### src/rtl/display_pkg.sv
// ----------------------------------------------------------------------------
// display_pkg
// Shared constants and types for the 640x480 scanout / VRAM arbitration path.
//   - 800x525 raster timing limits (last index of line, frame, active area)
//   - 320x240 8 bpp framebuffer geometry (two pixels per 16-bit word)
//   - arbiter state enum
// ----------------------------------------------------------------------------
package display_pkg;

    localparam int H_LINE   = 799;   // last sx of a line
    localparam int V_SCREEN = 524;   // last sy of a frame
    localparam int HA_END   = 639;   // last active sx
    localparam int VA_END   = 479;   // last active sy

    localparam int FB_W          = 320;
    localparam int FB_H          = 240;
    localparam int WORDS_PER_ROW = 160;
    localparam int FB_WORDS      = 38400;

    typedef enum logic {
        SYNC = 1'b0,   // waiting for the first (0,0) of a frame
        RUN  = 1'b1    // locked to the raster, scan slots active
    } arb_state_t;

endpackage

### src/rtl/scan_addr_gen.sv
// ----------------------------------------------------------------------------
// scan_addr_gen
// Framebuffer row tracking and scan-slot address generation.
// Each framebuffer row is shown on two screen lines, so the row base advances
// by one row's worth of words after every odd active line and returns to 0 at
// the end of the frame.
//   clk_pix   : pixel clock
//   rst       : synchronous active-high reset
//   run       : arbiter is locked to the raster (RUN and not in reset)
//   de        : active-video flag
//   sx, sy    : raster counters
//   scan_slot : this cycle belongs to the scanout fetch
//   scan_addr : word address fetched in a scan slot
// ----------------------------------------------------------------------------
module scan_addr_gen
    import display_pkg::*;
#(
    parameter int ADDR_W = 16
) (
    input  logic              clk_pix,
    input  logic              rst,
    input  logic              run,
    input  logic              de,
    input  logic [9:0]        sx,
    input  logic [9:0]        sy,
    output logic              scan_slot,
    output logic [ADDR_W-1:0] scan_addr
);

    logic [ADDR_W-1:0] row_base_q;
    logic [ADDR_W-1:0] row_base_d;

    // One fetch per four pixels: a word holds two pixels, each shown twice.
    assign scan_slot = run && de && (sx[1:0] == 2'b00);
    assign scan_addr = row_base_q + ADDR_W'(sx[9:2]);

    // Incremental row stepping only; no sy*160 product is ever formed.
    always_comb begin
        row_base_d = row_base_q;
        if (sx == 10'(H_LINE)) begin
            if (sy == 10'(V_SCREEN)) begin
                row_base_d = '0;
            end else if (sy[0] && (sy < 10'(VA_END))) begin
                row_base_d = row_base_q + ADDR_W'(WORDS_PER_ROW);
            end
        end
    end

    // NOTE: clocked state uses non-blocking assignments with the reset tested
    // inside the clocked block, so reset is sampled on clk_pix like any input.
    always_ff @(posedge clk_pix) begin
        if (rst) begin
            row_base_q <= '0;
        end else begin
            row_base_q <= row_base_d;
        end
    end

endmodule

### src/rtl/vram_scan_arbiter.sv
// ----------------------------------------------------------------------------
// vram_scan_arbiter
// Shares a single-port VRAM between 2x-scaled 320x240 scanout and one client.
// Scanout owns every fourth active-video cycle; the client gets all others.
//   clk_pix, rst              : pixel clock, synchronous active-high reset
//   sx, sy, de                : raster position and active-video flag
//   mem_addr/we/wdata/rdata   : RAM port (read data one cycle after address)
//   cl_req/we/addr/wdata      : client request, held until cl_ack
//   cl_ack                    : client request issued to RAM this cycle
//   cl_rvalid, cl_rdata       : client read return, one cycle after the ack
//   pix_out, pix_de           : pixel index and active flag, 2 cycles after sx
// ----------------------------------------------------------------------------
module vram_scan_arbiter
    import display_pkg::*;
#(
    parameter int ADDR_W = 16,
    parameter int DATA_W = 16
) (
    input  logic              clk_pix,
    input  logic              rst,
    input  logic [9:0]        sx,
    input  logic [9:0]        sy,
    input  logic              de,
    output logic [ADDR_W-1:0] mem_addr,
    output logic              mem_we,
    output logic [DATA_W-1:0] mem_wdata,
    input  logic [DATA_W-1:0] mem_rdata,
    input  logic              cl_req,
    input  logic              cl_we,
    input  logic [ADDR_W-1:0] cl_addr,
    input  logic [DATA_W-1:0] cl_wdata,
    output logic              cl_ack,
    output logic              cl_rvalid,
    output logic [DATA_W-1:0] cl_rdata,
    output logic [7:0]        pix_out,
    output logic              pix_de
);

    arb_state_t        state_q, state_d;
    logic              run;
    logic              scan_slot;
    logic [ADDR_W-1:0] scan_addr;
    logic [ADDR_W-1:0] addr_q;
    logic              rvalid_q;
    logic [DATA_W-1:0] rdata_q;
    logic              slot_d1_q;
    logic [DATA_W-1:0] word_q;
    logic [DATA_W-1:0] word_src;
    logic              sx1_d1_q;
    logic              de_d1_q;
    logic [7:0]        pix_out_q, pix_out_d;
    logic              pix_de_q;

    // Combinational outputs are forced quiet while reset is asserted.
    assign run = (state_q == RUN) && !rst;

    scan_addr_gen #(.ADDR_W(ADDR_W)) u_scan_addr_gen (
        .clk_pix   (clk_pix),
        .rst       (rst),
        .run       (run),
        .de        (de),
        .sx        (sx),
        .sy        (sy),
        .scan_slot (scan_slot),
        .scan_addr (scan_addr)
    );

    // FSM: locks onto the raster at the first (0,0) and never leaves RUN.
    // NOTE: every combinational output gets a default first so no path can
    // leave a signal unassigned and infer a latch.
    always_comb begin
        state_d = state_q;
        unique case (state_q)
            SYNC:    if ((sx == 10'd0) && (sy == 10'd0)) state_d = RUN;
            RUN:     state_d = RUN;
            default: state_d = SYNC;
        endcase
    end

    // RAM port mux: scan slot wins, otherwise a pending client is granted.
    always_comb begin
        mem_addr  = addr_q;
        mem_we    = 1'b0;
        mem_wdata = cl_wdata;
        cl_ack    = 1'b0;
        if (rst) begin
            mem_addr = '0;
        end else if (scan_slot) begin
            mem_addr = scan_addr;
        end else if (cl_req) begin
            cl_ack   = 1'b1;
            mem_addr = cl_addr;
            mem_we   = cl_we;
        end
    end

    // The fetch for a 4-pixel group lands while its first pixel is in stage
    // two, so that pixel takes the RAM data directly; the rest use word_q.
    assign word_src  = slot_d1_q ? mem_rdata : word_q;
    assign pix_out_d = de_d1_q ? (sx1_d1_q ? word_src[8 +: 8] : word_src[0 +: 8])
                               : 8'h00;

    always_ff @(posedge clk_pix) begin
        if (rst) begin
            state_q   <= SYNC;
            addr_q    <= '0;
            rvalid_q  <= 1'b0;
            rdata_q   <= '0;
            slot_d1_q <= 1'b0;
            word_q    <= '0;
            sx1_d1_q  <= 1'b0;
            de_d1_q   <= 1'b0;
            pix_out_q <= '0;
            pix_de_q  <= 1'b0;
        end else begin
            state_q   <= state_d;
            addr_q    <= mem_addr;
            rvalid_q  <= cl_ack && !cl_we;
            if (rvalid_q) rdata_q <= mem_rdata;
            slot_d1_q <= scan_slot;
            if (slot_d1_q) word_q <= mem_rdata;
            sx1_d1_q  <= sx[1];
            de_d1_q   <= de && (state_q == RUN);
            pix_out_q <= pix_out_d;
            pix_de_q  <= de_d1_q;
        end
    end

    // Read data is presented in the valid cycle and then held by rdata_q.
    assign cl_rvalid = rvalid_q;
    assign cl_rdata  = rvalid_q ? mem_rdata : rdata_q;
    assign pix_out   = pix_out_q;
    assign pix_de    = pix_de_q;

endmodule

### config.mk
export PLATFORM = sky130hd
export DESIGN_NAME = vram_scan_arbiter
export DESIGN_NICKNAME = d
export VERILOG_FILES = /design/src/rtl/display_pkg.sv /design/src/rtl/scan_addr_gen.sv /design/src/rtl/vram_scan_arbiter.sv
export SDC_FILE = /design/constraint.sdc
export NUM_CORES = 1
export LEC_CHECK = 0
export BUFFER_PORTS_ARGS = -buffer_cell sky130_fd_sc_hd__buf_2
export CORE_UTILIZATION = 52
export DETAILED_ROUTE_END_ITERATION = 7
export PLACE_DENSITY = 0.8
export SETUP_SLACK_MARGIN = 0.2
export SLEW_MARGIN = 40
export SYNTH_ARGS = -nofsm -noshare
export SYNTH_HDL_FRONTEND = slang
export SYNTH_SLANG_ARGS = --single-unit
### constraint.sdc
create_clock -name clk_pix -period 6.67 [get_ports clk_pix]
set_input_delay 1.6675 -clock clk_pix [delete_from_list [all_inputs] [get_ports clk_pix]]
set_output_delay 1.6675 -clock clk_pix [all_outputs]
set_load 0.05 [all_outputs]
==> tab_implementation.tex <==
\begin{tabular}{lr}
\hline
Metric & Value \\
\hline
\multicolumn{2}{l}{\textbf{Outcome}} \\
\quad Status & finished, final reports clean \\
\multicolumn{2}{l}{\textbf{Synth}} \\
\quad Area share of the leading cell type in the synthesized netlist & between 40 and 50\% \\
\quad Total nets after synthesis & 453 \\
\quad Synth async-reset ratio & 0\% \\
\quad \#FFs+latches synth & 73 \\
\quad Number of instances in the synthesized netlist & 376 \\
\quad Cell area after synthesis & 3590 sq um \\
\quad Commonest cells in the netlist & sky130\_fd\_sc\_hd\_\_dfxtp\_1 (73), sky130\_fd\_sc\_hd\_\_mux2i\_1 (33), sky130\_fd\_sc\_hd\_\_nor2\_1 (31) \\
\quad Number of flops mapped to enable cells by yosys & 0 \\
\quad Cell with the most instances after synthesis & sky130\_fd\_sc\_hd\_\_dfxtp\_1 \\
\quad Number of warnings reported in the yosys synthesis log & 0 \\
\quad Sequential cell area fraction in the yosys report & 40.7\% \\
\quad Top post-synthesis cells by area & sky130\_fd\_sc\_hd\_\_dfxtp\_1 (41\%), sky130\_fd\_sc\_hd\_\_mux2i\_1 (9.2\%), sky130\_fd\_sc\_hd\_\_mux2\_2 (5.0\%) \\
\quad Number of unique standard cell types used by synthesis & 42 \\
\quad Cell taking the most area after synthesis & sky130\_fd\_sc\_hd\_\_dfxtp\_1 \\
\quad Most used flip-flop cell after synthesis & sky130\_fd\_sc\_hd\_\_dfxtp\_1 \\
\quad Synth Area per Inst & between 9 and 10 sq um \\
\multicolumn{2}{l}{\textbf{Global route}} \\
\quad Wire length of the first global-routing pass & 12600 um \\
\quad Met3 layer usage reported by global route & 3.89\% \\
\quad Sum of overflow across all layers after global routing & 0 \\
\quad Most used routing layer in global routing & met2 \\
\quad Met1 capacity usage during global routing & 30.3\% \\
\quad Via count of the first global-routing pass & 2734 \\
\quad Total track usage & 22.1\% \\
\quad Pin count of the biggest net entering global routing & 75 \\
\quad Number of antenna violations at the first check in global routing & 0 \\
\quad GR Util met2 & 34.3\% \\
\multicolumn{2}{l}{\textbf{Worst setup path}} \\
\quad Worst Setup Start Kind & primary input \\
\quad Critical path capture point type & output port \\
\quad Required arrival time at the worst endpoint & 5.00 ns \\
\quad Worst Path Max Fanout & 6 \\
\quad R2R Path Start & u\_scan\_addr\_gen.row\_base\_q[6] \\
\quad Arrival time of data at the critical path endpoint & 3.53 ns \\
\quad Register-to-register setup slack & 4.78 ns \\
\quad Number of cells on the worst reg-to-reg path & 6 \\
\quad Worst setup path class & in2out \\
\quad FF-to-FF End & addr\_q[15] \\
\multicolumn{2}{l}{\textbf{Placement}} \\
\quad Gpl congestion & between 0.8 and 0.9 \\
\quad Cell total after placement & 512 \\
\quad Post-detailed-placement cell area & roughly 4000 sq um \\
\quad Worst slack after detailed placement & 1.20 ns \\
\quad Detailed placement HPWL & 5380 um \\
\quad Count of port buffers added during placement & 100 \\
\multicolumn{2}{l}{\textbf{Layout}} \\
\quad Core utilization of the finished layout & 64.7\% \\
\quad Post-layout instance count excluding filler cells & 528 \\
\quad Number of nets at the end of the flow & 523 \\
\quad Area added between synthesis and finish & 16.9\% \\
\quad ANT cells & 0 \\
\quad Post-route cell area & 4200 sq um \\
\quad Fraction of layout cells with a size suffix above 1 & 33.3\% \\
\quad Fillers & 515 \\
\multicolumn{2}{l}{\textbf{Floorplan}} \\
\quad Y dimension of the die & 85.1 um \\
\quad Core region area & 6490 sq um \\
\quad Number of top-level pins & between 100 and 150 \\
\quad Floorplan die width & 85.1 um \\
\quad Floorplan die area & 7250 sq um \\
\quad \# rows & 29 \\
\quad Starting Density & 55.3\% \\
\multicolumn{2}{l}{\textbf{Pwr}} \\
\quad Total power & 0.959 mW \\
\quad Maximum vdd ir drop & around 0.00013 V \\
\quad Power Density & 228 nW/um\^{}2 \\
\quad Standby leakage power & approximately 1.7 nW \\
\multicolumn{2}{l}{\textbf{Run}} \\
\quad Max-cap viol count & 0 \\
\multicolumn{2}{l}{\textbf{Route}} \\
\quad Number of detailed-route iterations in the first pass & 5 \\
\quad Via total after detailed routing & slightly below 3000 \\
\quad Number of nets with antenna violations after routing & 0 \\
\quad Average wire per standard cell & 14.6 um \\
\quad DRT Wirelength & 7720 um \\
\quad DRT iter0 DRCs & 107 \\
\quad Count of unresolved DRC violations after routing & 0 \\
\quad Via density per instance & between 5 and 6 \\
\multicolumn{2}{l}{\textbf{Clock tree}} \\
\quad Clock tree from TritonCTS & done \\
\quad Clock transition at the registers of the reported paths & 0.07 ns \\
\quad Gates resized, CTS repair & 0 \\
\quad Total number of clock tree sinks & 73 \\
\quad Num CTS Buffers & 9 \\
\quad Post-CTS repair timing setup buffer count & 0 \\
\quad Worst skew pair latency & 0.34 ns \\
\quad Number of buffers between clock root and the deepest sink & 2 \\
\quad CTS Root Buffer Type & sky130\_fd\_sc\_hd\_\_clkbuf\_8 \\
\quad Hold-fix buffer count after cts & 0 \\
\quad Count of H-tree levels built during CTS & 3 \\
\multicolumn{2}{l}{\textbf{Timing}} \\
\quad Setup-failing EPs final & 0 \\
\quad Final critical delay including setup and external delays & 5.19 ns \\
\quad Slew at the pin closest to its max-slew limit & 0.832 ns \\
\quad Final Hold Viols & 0 \\
\quad Tightest slew margin relative to the limit & between 40\% and 50\% \\
\quad Setup total negative slack & 0 ns \\
\quad RSZ-0062 raised after global routing & no \\
\quad Final worst clock skew & 0.0114 ns \\
\quad Final clock period utilization by the worst path & between 70\% and 80\% \\
\quad Minimum hold slack & $\sim$0.47 ns \\
\quad Final Slew Violations & 0 \\
\quad Maximum clock frequency & 193 MHz \\
\quad Crit path setup slack, layout & 1.48 ns \\
\multicolumn{2}{l}{\textbf{Hold path}} \\
\quad Hold depth & 2 \\
\quad Hold path endpoint & de\_d1\_q \\
\quad Hold Crit Class & reg2reg \\
\quad Worst Hold Launch & state\_q \\
\hline
\end{tabular}
==> flip-flops by register name, summed over array words and instances (netlist names) <==
register                    flops
cl_rvalid                       1
word_q                         16
pix_de                          1
addr_q                         16
state_q                         1
slot_d1_q                       1
pix_out                         8
de_d1_q                         1
u_scan_addr_gen.row_base_q     11
rdata_q                        16
sx1_d1_q                        1
==> power breakdown <==
part	total (mW)	internal (mW)	switching (mW)	leakage, nW
logic	0.123	0.0424	0.0801	1.04
clock network	0.386	0.214	0.172	0.110
registers	0.450	0.445	0.00518	0.593
total	0.959	0.702	0.257	1.74
==> cell type report <==
cell class	instances	area, sq um	area share [%]
clock buffers	9	124	2.95
clock inverters	7	103	2.44
inverters	8	30.0	0.715
multi-input cells	253	1880	44.7
flip-flops and latches	73	1460	34.8
well taps	77	96.3	2.29
repair buffers	101	508	12.1
==> placed cells by master, fill, tap and decap left out, types with 4 or more instances in the layout <==
cell type / instances
sky130_fd_sc_hd__ha_1: 4
sky130_fd_sc_hd__buf_2: 100
sky130_fd_sc_hd__or3_1: 14
sky130_fd_sc_hd__xnor2_1: 8
sky130_fd_sc_hd__mux2_2: 16
sky130_fd_sc_hd__o31ai_1: 15
sky130_fd_sc_hd__nor3_1: 5
sky130_fd_sc_hd__nor2b_1: 27
sky130_fd_sc_hd__a21oi_1: 9
sky130_fd_sc_hd__nand3_1: 5
sky130_fd_sc_hd__mux4_2: 8
sky130_fd_sc_hd__mux2i_1: 33
sky130_fd_sc_hd__o21ai_0: 30
sky130_fd_sc_hd__clkbuf_8: 9
sky130_fd_sc_hd__dfxtp_1: 72
sky130_fd_sc_hd__nor2_1: 31
sky130_fd_sc_hd__nand2_1: 15
sky130_fd_sc_hd__inv_1: 7
==> cell families (layout without fill, tap and decap cells) <==
family          count (synthesis)  count (layout)  share of synthesized area, %
buf+inv                        50             125                          7.28
flops                          73              73                          40.7
xor+xnor                        9               9                          2.19
mux                            57              57                          19.2
fa+ha+maj                       4               4                          1.39
simple gates                  117             117                          17.8
compound gates                 66              66                          11.5
==> routing by layer <==
metal / vias to the layer above / wire [um]
met4: 0 / 84
met3: 13 / 469
met1: 1367 / 3620
li1: 1456 / -
met2: 108 / 3540
met5: - / 0
==> worst max-delay path, cell delays in order <==
cell	delay [ns]
sky130_fd_sc_hd__buf_2	0.12
sky130_fd_sc_hd__ha_1	0.33
sky130_fd_sc_hd__a211oi_1	0.09
sky130_fd_sc_hd__or3_1	0.48
sky130_fd_sc_hd__nor3_1	0.26
sky130_fd_sc_hd__xnor2_1	0.11
sky130_fd_sc_hd__o21ai_0	0.17
sky130_fd_sc_hd__buf_2	0.30
==> worst max path at each step <==
| stage | slack [ns] | start | endpoint |
|---|---|---|---|
| floorplan | 0.83 | cl_req | mem_we |
| global placement | 1.28 | rst | mem_addr[8] |
| detailed placement | 1.20 | rst | mem_addr[8] |
| CTS | 1.19 | rst | mem_addr[8] |
| global route | 1.30 | rst | mem_addr[8] |
| finish | 1.48 | sx[8] | mem_addr[15] |
Power figures use the tool's default switching activity.
